`src/rtl/online_to_binary_converter.sv`:
```
// On-the-fly converter: MSD-first radix-2 signed digits -> (NDIGITS+1)-bit two's-complement word.
// Optional OTFC_ZERO_FLAG_EN adds a registered res_zero flag alongside res.
module online_to_binary_converter #(
  parameter int NDIGITS = 8,
  parameter int CNT_W   = 4
) (
  input  logic               clk,
  input  logic               syn_reset,
  input  logic [1:0]         digit,
  input  logic               digit_vld,
  output logic               digit_rdy,
  output logic [NDIGITS:0]   res,
  output logic               res_vld,
`ifdef OTFC_ZERO_FLAG_EN
  output logic               res_zero,
`endif
  input  logic               res_rdy
);

  localparam logic [CNT_W-1:0]   CNT_LAST = CNT_W'(NDIGITS - 1);
  localparam logic [NDIGITS:0]   ONE      = (NDIGITS+1)'(1);
  localparam logic [NDIGITS:0]   ALL_ONES = '1;

  typedef enum logic [1:0] {
    COLLECT = 2'b01,
    DONE    = 2'b10
  } state_t;

  state_t             state, state_nxt;
  logic [CNT_W-1:0]   cnt, cnt_nxt;
  logic [NDIGITS:0]   q, q_nxt, q_upd;
  logic [NDIGITS:0]   qm, qm_nxt, qm_upd;
  logic [NDIGITS:0]   res_nxt;
  logic               res_vld_nxt;
`ifdef OTFC_ZERO_FLAG_EN
  logic               res_zero_nxt;
`endif

  // Q/QM pair: QM tracks Q-1, so a -1 digit selects from QM instead of borrowing.
  always_comb begin
    q_upd  = q << 1;
    qm_upd = (qm << 1) | ONE;
    case (digit)
      2'b10: begin
        q_upd  = (q << 1) | ONE;
        qm_upd = q << 1;
      end
      2'b01: begin
        q_upd  = (qm << 1) | ONE;
        qm_upd = qm << 1;
      end
      default: ;
    endcase
  end

  always_comb begin
    state_nxt   = state;
    cnt_nxt     = cnt;
    q_nxt       = q;
    qm_nxt      = qm;
    res_nxt     = res;
    res_vld_nxt = res_vld;
    digit_rdy   = 1'b0;
`ifdef OTFC_ZERO_FLAG_EN
    res_zero_nxt = res_zero;
`endif
    case (state)
      COLLECT: begin
        digit_rdy = 1'b1;
        if (digit_vld) begin
          q_nxt   = q_upd;
          qm_nxt  = qm_upd;
          cnt_nxt = cnt + CNT_W'(1);
          if (cnt == CNT_LAST) begin
            res_nxt     = q_upd;
            res_vld_nxt = 1'b1;
            cnt_nxt     = '0;
            state_nxt   = DONE;
`ifdef OTFC_ZERO_FLAG_EN
            res_zero_nxt = (q_upd == '0);
`endif
          end
        end
      end
      DONE: begin
        if (res_vld && res_rdy) begin
          res_vld_nxt = 1'b0;
          q_nxt       = '0;
          qm_nxt      = ALL_ONES;
          state_nxt   = COLLECT;
        end
      end
      default: begin
        state_nxt   = COLLECT;
        cnt_nxt     = '0;
        q_nxt       = '0;
        qm_nxt      = ALL_ONES;
        res_nxt     = '0;
        res_vld_nxt = 1'b0;
`ifdef OTFC_ZERO_FLAG_EN
        res_zero_nxt = 1'b0;
`endif
      end
    endcase
  end

  always_ff @(posedge clk) begin
    if (syn_reset) begin
      state    <= COLLECT;
      cnt      <= '0;
      q        <= '0;
      qm       <= ALL_ONES;
      res      <= '0;
      res_vld  <= 1'b0;
`ifdef OTFC_ZERO_FLAG_EN
      res_zero <= 1'b0;
`endif
    end else begin
      state    <= state_nxt;
      cnt      <= cnt_nxt;
      q        <= q_nxt;
      qm       <= qm_nxt;
      res      <= res_nxt;
      res_vld  <= res_vld_nxt;
`ifdef OTFC_ZERO_FLAG_EN
      res_zero <= res_zero_nxt;
`endif
    end
  end

endmodule

```
`config.mk`:
```
export PLATFORM = sky130hd
export DESIGN_NAME = online_to_binary_converter
export DESIGN_NICKNAME = d
export VERILOG_FILES = /design/src/rtl/online_to_binary_converter.sv
export SDC_FILE = /design/constraint.sdc
export NUM_CORES = 1
export LEC_CHECK = 0
export CORE_ASPECT_RATIO = 1.4
export CORE_MARGIN = 8
export CORE_UTILIZATION = 30
export CTS_BUF_LIST = sky130_fd_sc_hd__clkbuf_8
export DETAILED_ROUTE_END_ITERATION = 8
export GPL_TIMING_DRIVEN = 0
export HOLD_SLACK_MARGIN = 0.15
export PLACE_DENSITY_LB_ADDON = 0.15
export SLEW_MARGIN = 10
export SYNTH_ARGS = -nofsm -noshare
export SYNTH_HDL_FRONTEND = slang
export SYNTH_SLANG_ARGS = --single-unit
```
`constraint.sdc`:
```
create_clock -name clk -period 1.88 [get_ports clk]
set_input_delay 0.188 -clock clk [delete_from_list [all_inputs] [get_ports clk]]
set_output_delay 0.188 -clock clk [all_outputs]
set_load 0.02 [all_outputs]
```
Yosys cells after proc, flatten, opt, wreduce, memory -nomap -nowiden
Index checks and enable logic that the tools add are counted.
{ "op_classes": {"n_eq_ne": 8, "n_mux": 23, "n_reduce_logical": 5, "addsub": 1, "bitwise_logic": 1} }
{ "op_table": {"columns": ["operator", "n"], "rows": [
  ["$pmux 8 s2", 3],
  ["$pmux 9 s2", 2],
  ["$mux 8", 4],
  ["$mux 9", 2],
  ["$mux 4", 2],
  ["$pmux 4 s2", 1],
  ["$mux 2", 3],
  ["$ne 2x2->1 const B", 3],
  ["$reduce_and 3->1", 2],
  ["$add 4x1->4 const B", 1],
  ["$eq 2x1->1 const B", 2],
  ["$eq 2x2->1 const B", 2],
  ["$eq 4x3->1 const B", 1],
  ["$mux 1", 4],
  ["$pmux 2 s2", 1],
  ["$reduce_and 2->1", 2],
  ["$pmux 1 s2", 1],
  ["$logic_and 1x1->1", 1],
  ["$not 1->1", 1]
]} }
{ "word_totals": {"output_inout_bits": 11, "input_bits": 6, "elab_cells": 44, "regBits": 32} }

Logic depth before layout (Yosys ltp)
Gate-level depths: netlist of run 1.
{ "logic_depth": {"ltp_word": 5, "mapped_depth": 6, "depth_no_buf": 5} }

Least setup slack after synthesis of run 1
No wires, ideal clock.
{ "synth_path": {"kind": "register to register", "from": "register res_vld", "to": "register qm[0]", "stages_incl_launch_ff": 5, "t_arrival_ps": 1351, "synth_period_minus_slack_ps": 1465, "setup_ps": 114, "path_slack_ps": 415, "path_cell_list": "dfxtp_1 or3b_1 buf_2 a21o_1 a21o_1"} }
{ "synth_between": {"elab_chain_len": 3} }
{ "synth_lines": {"columns": ["element", "line_no", "rtl"], "rows": [
  ["start: declaration", "13", "output logic res_vld,"],
  ["start signal: assignment", "124", "res_vld <= res_vld_nxt;"],
  ["$logic_and 1x1->1", "86", "if (res_vld && res_rdy) begin"],
  ["$ne 2x2->1 (no source line)", null, null],
  ["$reduce_and 2->1 (no source line)", null, null],
  ["end signal: assignment", "122", "qm <= qm_nxt;"],
  ["end: declaration", "32", "logic [NDIGITS:0] qm, qm_nxt, qm_upd;"]
]} }
Every way passes these cells.
A chain may end at the register's enable or synchronous reset.

Final worst setup path of run 1
{ "layout_path": {"from": "input digit[0]", "to": "register qm[2]"} }
{ "layout_between": {"elab_chain_len": 4, "elab_cells_between_ends": 5} }
{ "layout_lines": {"columns": ["element", "line_no", "rtl"], "rows": [
  ["start: declaration", "9", "input logic [1:0] digit,"],
  ["$eq 2x1->1 / $eq 2x2->1 (equally long branches)", "43", "case (digit)"],
  ["$pmux 8 s2 (*)", "43", null],
  ["$mux 8 (*)", "70", "if (digit_vld) begin"],
  ["$pmux 8 s2 (*)", "67", "case (state)"]
]} }
Mark *: on every way between the ends. The rest lies on a longest branch, timed or not. The select of a mux whose other input is x is not followed.

==> results_dict.tcl, run 1 <==
set metrics [dict create \
    maxSlewHeadroom_pct 67.9 \
    drtIter0Drc 99 \
    vdd_drop_max_mv 0.228 \
    power.density_nw_per_um2 702 \
    status "finished clean" \
    detailed_place_hpwl_um 3300 \
    setup_ws_ns 0.162 \
    grt_pass1_vias 1488 \
    tightest_slew_ns 0.481 \
    r2r-start "res_vld" \
    ys_warn_count 0 \
    synth_area_um2 1560 \
    crit_chain "clkdlybuf4s50_1, inv_1, ha_2, or2_2, a221oi_1, o21ai_0" \
    drtPass1Iterations 4 \
    rsz0062_at_grt "false" \
    portBuffers 16 \
    synth-seq-area-share_pct 39.7 \
    synthFlopType "dfxtp_1" \
    vias_per_cell 5.48 \
    worstHoldStart "res[0]" \
    nets 198 \
    drc 0 \
    row_count 31 \
    ys_ff_latch 31 \
    vias 1404 \
    cts_tree "built" \
    gr-usage-met1_pct 12.9 \
    worstSetupPathType "in -> reg" \
    fin_crit_sh_pct 91.4 \
    timing.fmax_ghz 0.582 \
    postLayoutCoreUtil_pct 37.4 \
    clkSinkCount 31 \
    cp_top_family "buffers and inverters" \
    grt_use_total_pct 11.8 \
    cp_max_fo 8 \
    antenna_found_initial 0 \
    grt_pass1_wl_um 7470 \
    clk_pin_slew_worst_paths_ns 0.07 \
    ctsHtreeMaxLevel 2 \
    core_area_um2 5120 \
    avgSynthCellArea_um2 9.30 \
    die_h_um 101 \
    hold_viol 0 \
    post_drt_wl_per_cell_um 16.9 \
    start_util_pct 30.5 \
    dieArea_um2 7810 \
    crit_slowest_cell "clkdlybuf4s50_1" \
    required_ns 2.02 \
    clkLatencyLatePin_ns 0.28 \
    hp-class "reg -> reg" \
    synth_area_leaders "dfxtp_1, o31ai_1, nor4bb_1, a221oi_1, a41oi_1" \
    numCtsBuffers 5 \
    wl_um 4330 \
    clockRootBuffer "clkbuf_8" \
    finalCriticalPeriod_ns 1.72 \
    synth_fp_nets 177 \
    use_met3_pct 2.84 \
    yosys.area.top_type "dfxtp_1" \
    arrival_ns 1.86 \
    maxCapViolCount 0 \
    post_cts_buffers 0 \
    skew_ns 0.00530 \
    area_growth_syn_to_layout_pct 22.7 \
    synthArstFlopShare_pct 0 \
    synth_top_area_share_pct 39.7 \
    n_fill_cell 545 \
    antenna_left 0 \
    dpl_worst_slack_ns -0.327 \
    grt_busiest_layer "met2" \
    startpoint_type "input pin" \
    synth_edf_count 0 \
    setup_violations 0 \
    grtUsageMet2_pct 21.3 \
    gp_congestion 0.728 \
    grt_max_degree 11 \
    drive_above_1_share_pct 15.8 \
    die_w_um 77 \
    drv_slew 0 \
    overflow 0 \
    critPathMaxStageDelay_ns 0.50 \
    boundaryPins 17 \
    crit_buf_inv 2 \
    ys_types 39 \
    crit_path_end_kind "flop" \
    cts_buffer_depth 2 \
    leakagePower_nw 0.641 \
    startpoint "digit[0]" \
    synthCells 168 \
    diodes 0 \
]
## state kept, by name (all words and copies together), names as in the netlist
register  flops
res_vld       1
state         1
qm            8
cnt           4
q             8
res           9
## cells by family (layout without fill, tap and decap cells)
family,after synthesis,count (layout),share of synthesized area (%)
AO/OA/AOI/OAI,73,73,33.1
adder cells (fa/ha/maj),3,3,2.40
buffers and inverters,20,42,5.44
flip-flops,31,31,39.7
multiplexers,1,1,0.721
AND/OR/NAND/NOR,40,40,18.7
## Yosys cell counts (4+ instances only)
master	number
nor4bb_1	7
buf_2	7
o21ai_0	11
o211ai_1	6
nand3b_1	4
a221oi_1	7
clkbuf_1	7
inv_1	5
a41oi_1	7
dfxtp_1	31
a22oi_1	8
o31ai_1	14
a21oi_1	10
## routing by layer
metal,up-vias,part of all wire [%]
met5,-,0
met3,7,3.1
met4,0,1.2
met2,22,53
li1,710,-
met1,665,43
## power by group
group	internal, mW	switching [mW]	leakage [nW]
clock	0.248	0.242	0.0505
combinational	0.0618	0.0895	0.338
sequential	0.681	0.0231	0.252
## area by class of cell
cell class	count	area [µm²]	share of cell area (%)
Tap cell	66	82.6	4.31
Clock inverter	3	12.5	0.653
Clock buffer	5	68.8	3.59
Sequential cell	31	621	32.4
Multi-Input combinational cell	117	898	46.9
Buffer	13	60.1	3.13
Inverter	5	18.8	0.979
Timing Repair Buffer	16	155	8.09
## worst register-to-register path, delay by kind of cell (launching register included)
| kind | cells | cell delay, ns |
|---|---|---|
| buffers and inverters | 1 | 0.23 |
| flip-flops | 1 | 0.37 |
| AO/OA/AOI/OAI | 2 | 0.46 |
| AND/OR/NAND/NOR | 1 | 0.45 |
## final timing paths
| check | to | slack [ns] | depth (start not counted) |
|---|---|---|---|
| hold reg to reg | res[0] | 0.48 | 2 |
| setup / recovery | qm[2] | 0.16 | 6 |
| setup reg to reg | qm[2] | 0.22 | 4 |
| hold / removal | res[0] | 0.48 | 2 |
## stage by stage
step	hold slack [ns]	total power, mW	std cells	cell area (µm²)	TNS [ns]
2_1_floorplan	0.466	0.806	168	1560	0
3_5_place_dp	0.479	0.859	250	1810	-4.90
5_1_grt	0.501	1.41	256	1920	0
6_report	0.484	1.35	256	1920	0
3_3_place_gp	0.479	0.855	250	1810	-4.12
4_1_cts	0.489	1.36	258	1890	0
## timing repair
item	4_1_cts	5_1_grt
hold buffers	0	0
pin swaps	0	0
endpoints found under the hold margin	0	0
resized for setup	3	10
setup endpoints to repair	3	11
## cell usage in the layout, fill, tap and decap left out, drive strengths merged, types with 2 or more instances in the layout
cell,instances
buf,7
a21oi,10
or3b,2
or4,2
clkbuf,12
a211oi,3
dfxtp,31
or3,2
nor2b,3
a221oi,7
a21o,2
o211ai,6
nand2,4
or2,2
ha,3
inv,7
nand2b,2
nand3b,4
nor2,3
nor3b,3
a41oi,7
nor4bb,7
o21ai,11
o31ai,14
clkdlybuf4s50,15
a22oi,8
nand3,2
Power figures use the tool's default switching activity.
==> run 2, diff against run 1 <==
RECOVER_POWER = 100   (was not set)
TNS_END_PERCENT = 50   (was not set)
==> run 2 against run 1 <==
  * Clock power hardly changed
  * Clock-buffer cell count stayed put
  * Flip-flop and latch count stayed put
  * Setup slack worse by 0.093 ns
  * Die area stayed put
  * Maximum frequency is 5.1% lower
  * Via count is 0.50% higher
  * Global-route usage stayed put
  * Critical endpoint is now q[2]
  * Largest cell class unchanged
  * Highest routed layer unchanged
==> results_dict.tcl, run 2 (synthesis results as in run 1) <==
set metrics [dict create \
    vdd_drop_max_mv 0.233 \
    post_cts_buffers 0 \
    final_cell_mix "dfxtp_1, o31ai_1, o21ai_0, a21oi_1, dlygate4sd3_1" \
    crit_slowest_cell "clkdlybuf4s50_1" \
    start_util_pct 30.5 \
    diodes 0 \
    n_fill_cell 547 \
    setup_violations 0 \
    hold_viol 0 \
    clkSinkCount 31 \
    crit_path_end_kind "flop" \
    critPathMaxStageDelay_ns 0.49 \
    hold_slack_ns 0.481 \
    startpoint_type "input pin" \
    dieArea_um2 7810 \
    grt_pass1_wl_um 7470 \
    drv_slew 0 \
    cts_buffer_depth 2 \
    hold_buffers 0 \
    cp_top_family "buffers and inverters" \
    vias_per_cell 5.49 \
    final_common_cell "dfxtp_1" \
    boundaryPins 17 \
    clockRootBuffer "clkbuf_8" \
    tightest_slew_ns 0.484 \
    maxSlewHeadroom_pct 67.7 \
    status "finished clean" \
    regMostFlops "res" \
    grt_max_degree 11 \
    leakagePower_nw 0.669 \
    area_growth_syn_to_layout_pct 22.5 \
    portBuffers 16 \
    largestRegisters "res x9, q x8, qm x8" \
    numCtsBuffers 5 \
    maxCapViolCount 0 \
    nets 199 \
    skew_ns 0.00528 \
    largest_register_ffs 9 \
    detailed_place_hpwl_um 3300 \
    arrival_ns 1.97 \
    hp-class "reg -> reg" \
    clk_pin_slew_worst_paths_ns 0.07 \
    overflow 0 \
    antenna_found_initial 0 \
    post_drt_wl_per_cell_um 16.8 \
    timing.fmax_ghz 0.552 \
    drc 0 \
    die_h_um 101 \
    grt_pass1_vias 1488 \
    wl_um 4320 \
    crit_buf_inv 3 \
    clkLatencyLatePin_ns 0.28 \
    gp_congestion 0.728 \
    cts_tree "built" \
    drtIter0Drc 103 \
    r2r-start "state[0]" \
    drtPass1Iterations 4 \
    cp_max_fo 8 \
    vias 1411 \
    finalCriticalPeriod_ns 1.81 \
    required_ns 2.04 \
    worstHoldStart "res[0]" \
    rsz0062_at_grt "true" \
    startpoint "digit[0]" \
    crit_chain "clkdlybuf4s50_1, inv_1, ha_2, or2_2, clkbuf_1, a22oi_1, o31ai_1" \
    power.density_nw_per_um2 703 \
    drive_above_1_share_pct 14.7 \
    dp.cells 250 \
    antenna_left 0 \
    die_w_um 77 \
    grt_use_total_pct 11.8 \
    ctsHtreeMaxLevel 2 \
    fin_cells 257 \
    row_count 31 \
    worstSetupPathType "in -> reg" \
    core_area_um2 5120 \
    fin_crit_sh_pct 96.3 \
]
==> run 2: cell count changes in the layout (fill, tap and decap cells not counted) <==
| cell | previous run | this run |
|---|---|---|
| buf_2 | 7 | 6 |
| clkbuf_1 | 4 | 6 |
| nor3b_2 | 1 | 0 |
| dlygate4sd3_1 | 0 | 9 |
| nor3b_1 | 2 | 3 |
| clkdlybuf4s50_1 | 15 | 6 |
==> run 2: worst register-to-register path: stages, from the launching register on <==
cell and delay (ns):
dfxtp_1 0.42, clkbuf_2 0.27, nand3b_1 0.35, a221oi_1 0.33, o21ai_0 0.13
==> run 2: final cells by class <==
class / instances / area (µm²) / share of cell area, %
Buffer: 14 / 62.6 / 3.27
Clock buffer: 5 / 68.8 / 3.59
Clock inverter: 3 / 12.5 / 0.654
Inverter: 5 / 18.8 / 0.980
Multi-Input combinational cell: 117 / 893 / 46.7
Sequential cell: 31 / 621 / 32.4
Tap cell: 66 / 82.6 / 4.31
Timing Repair Buffer: 16 / 155 / 8.10
==> run 2: layer usage <==
| layer | up-vias | part of all wire (%) | GRT usage, % |
|---|---|---|---|
| met5 | - | 0 | 0 |
| met4 | 0 | 1.2 | 4.52 |
| met3 | 7 | 3.1 | 2.84 |
| met2 | 22 | 53 | 21.3 |
| met1 | 668 | 43 | 12.9 |
| li1 | 714 | - | - |
==> run 2: path summary, 6_finish.rpt <==
kind | end | slack [ns] | cells after the start
worst max-delay path | q[2] | 0.07 | 7
worst max register to register | qm[2] | 0.23 | 4
worst min-delay path | res[0] | 0.48 | 2
worst min register to register | res[0] | 0.48 | 2
==> run 2: what timing repair did <==
item                                    CTS  global route
resized for setup                         3             8
cloned                                    0             0
endpoints found under the setup margin    3            11
==> run 2: power breakdown <==
group / switching (mW) / leakage, nW / internal (mW) / total [mW]
Clock: 0.242 / 0.0505 / 0.248 / 0.491
Sequential: 0.0229 / 0.252 / 0.681 / 0.704
Combinational: 0.0898 / 0.366 / 0.0618 / 0.152
==> run 2: through the flow <==
stage / setup TNS [ns] / util, % / total power, mW / setup WS, ns / area, µm²
after floorplan: 0 / - / 0.806 / 0.415 / 1560
after global placement: -4.12 / 35.3 / 0.855 / -0.273 / 1810
after detailed placement: -4.90 / 35.3 / 0.859 / -0.327 / 1810
after CTS: 0 / 37.0 / 1.36 / 0.0551 / 1890
after global routing: -0.0305 / 37.4 / 1.41 / -0.0227 / 1910
final: 0 / 37.4 / 1.35 / 0.0691 / 1910
==> run 3, diff against run 2 <==
CORE_ASPECT_RATIO = 1.1   (was 1.4)
==> run 3 against run 2 <==
  * Routed wire length decreased by 0.25%
  * Maximum frequency increased by 2.3%
  * Highest routed layer unchanged
  * Register-to-register slack got worse by 0.05 ns
  * Sequential power about the same
  * Setup slack improved by 0.040 ns
  * Non-clock buffer count increased by 1
  * Cell count decreased by 2.7%
  * Critical path type unchanged
  * Clock skew increased by 0.0043 ns
  * Global-route usage decreased by 0.13 points
  * Largest cell class unchanged
  * Sequential share of layout area increased by 0.19 points
==> results_dict.tcl, run 3 (synthesis results as in run 1) <==
set metrics [dict create \
    status "finished clean" \
    ctsHtreeMaxLevel 2 \
    die_h_um 91.7 \
    regMostFlops "res" \
    setup_violations 0 \
    grt_pass1_wl_um 7320 \
    crit_chain "clkdlybuf4s50_1, inv_1, ha_2, or2_2, clkbuf_1, a221oi_1, o21ai_0" \
    cp-endpoint "qm[4]" \
    dieArea_um2 7780 \
    drv_slew 0 \
    grt_use_total_pct 11.6 \
    antenna_left 0 \
    wl_met3_um 225 \
    r2r-start "cnt[1]" \
    antenna_found_initial 0 \
    portBuffers 16 \
    start_util_pct 31.3 \
    gp_congestion 0.805 \
    crit_path_end_kind "flop" \
    cp_max_fo 8 \
    tightest_slew_ns 0.494 \
    drive_above_1_share_pct 10.9 \
    arrival_ns 1.92 \
    wl_um 4310 \
    postLayoutCoreUtil_pct 38.1 \
    leakagePower_nw 0.670 \
    largest_register_ffs 9 \
    maxSlewHeadroom_pct 67.0 \
    cts_tree "built" \
    hp-class "reg -> reg" \
    worst-path-stages 7 \
    rsz0062_at_grt "false" \
    vias 1462 \
    clockRootBuffer "clkbuf_8" \
    vias_per_cell 5.85 \
    clkSinkCount 31 \
    hold_viol 0 \
    skew_ns 0.00956 \
    detailed_place_hpwl_um 3130 \
    area_growth_syn_to_layout_pct 21.8 \
    boundaryPins 17 \
    nets 200 \
    maxCapViolCount 0 \
    critPathMaxStageDelay_ns 0.48 \
    diodes 0 \
    startpoint_type "input pin" \
    overflow 0 \
    largestRegisters "res x9, q x8, qm x8" \
    worstReg2RegEnd "res[3]" \
    drtPass1Iterations 4 \
    grt_pass1_vias 1436 \
    startpoint "digit[0]" \
    top_layer "met4" \
    post_drt_wl_per_cell_um 17.2 \
    timing.fmax_ghz 0.565 \
    finalCriticalPeriod_ns 1.77 \
    required_ns 2.02 \
    fin_tns_setup_ns 0 \
    drtIter0Drc 109 \
    cts_buffer_depth 2 \
    die_w_um 84.8 \
    hold_slack_ns 0.492 \
    worstSetupPathType "in -> reg" \
    numCtsBuffers 5 \
    routed-wl-met2_um 2030 \
    cp_top_family "buffers and inverters" \
    core_area_um2 5000 \
    crit_slowest_cell "clkdlybuf4s50_1" \
    clkLatencyLatePin_ns 0.29 \
    fin_crit_sh_pct 94.2 \
    row_count 27 \
    worst-r2r-cell-count 5 \
    clk_pin_slew_worst_paths_ns 0.07 \
    final_cell_mix "dfxtp_1, o31ai_1, o21ai_0, a21oi_1, dlygate4sd3_1" \
    vdd_drop_max_mv 0.252 \
    post_cts_buffers 0 \
    drc 0 \
    power.density_nw_per_um2 807 \
    final_common_cell "dfxtp_1" \
    drt-met1-wl_um 1990 \
    r2r_slack_ns 0.18 \
    crit_buf_inv 3 \
    grt_max_degree 11 \
    worstHoldStart "res[0]" \
]
[run 3: cell types whose count changed in the layout (fill, tap and decap cells not counted), sizes merged]
cell           delta
inv               -2
clkdlybuf4s50     -1
bufinv            +1
dlygate4sd3       +1
clkbuf            +3
buf               -1
[run 3: tightest hold or removal path: cells and delay by family, from the launching register on]
kind / cells / cell delay, ns
simple gates: 1 / 0.06
flops: 1 / 0.33
compound gates: 1 / 0.06
[run 3: layer usage]
metal  track usage, %  vias up
met5                0        -
met4             5.05        0
met3             4.01        5
met2             18.8       39
met1             13.6      705
li1                 -      713
[run 3: what timing repair did]
action                                  CTS  global route
gates resized for setup                   1             4
hold buffers                              0             0
endpoints found under the setup margin    1            17
[run 3: area by class of cell]
cell class,instances,area [µm²]
inverter,5,18.8
fill,496,3100
sequential,31,621
multi-input combinational,117,855
tap,58,72.6
buffer,15,65.1
clock buffer,6,82.6
timing repair buffer,16,154
clock inverter,2,35.0
[run 3: worst min-delay path by stage]
stage             end  cells after the start
2_1_floorplan  cnt[3]                      2
3_3_place_gp   res[0]                      2
3_5_place_dp   res[0]                      2
4_1_cts        res[0]                      2
5_1_grt        res[0]                      2
6_report       res[0]                      2
[run 3: metrics by stage]
step | area (µm²) | instances | power, mW | setup slack, ns
2_1_floorplan | 1560 | 168 | 0.806 | 0.415
3_5_place_dp | 1800 | 242 | 0.857 | -0.289
4_1_cts | 1910 | 250 | 1.55 | 0.00634
6_report | 1900 | 250 | 1.54 | 0.109
3_3_place_gp | 1800 | 242 | 0.854 | -0.293
5_1_grt | 1900 | 250 | 1.61 | 0.00758
[run 3: where the power goes]
| group | leakage, nW | total [mW] | internal, mW | switching, mW |
|---|---|---|---|---|
| Clock | 0.0612 | 0.692 | 0.429 | 0.264 |
| Combinational | 0.356 | 0.142 | 0.0576 | 0.0841 |
| Sequential | 0.252 | 0.702 | 0.681 | 0.0208 |
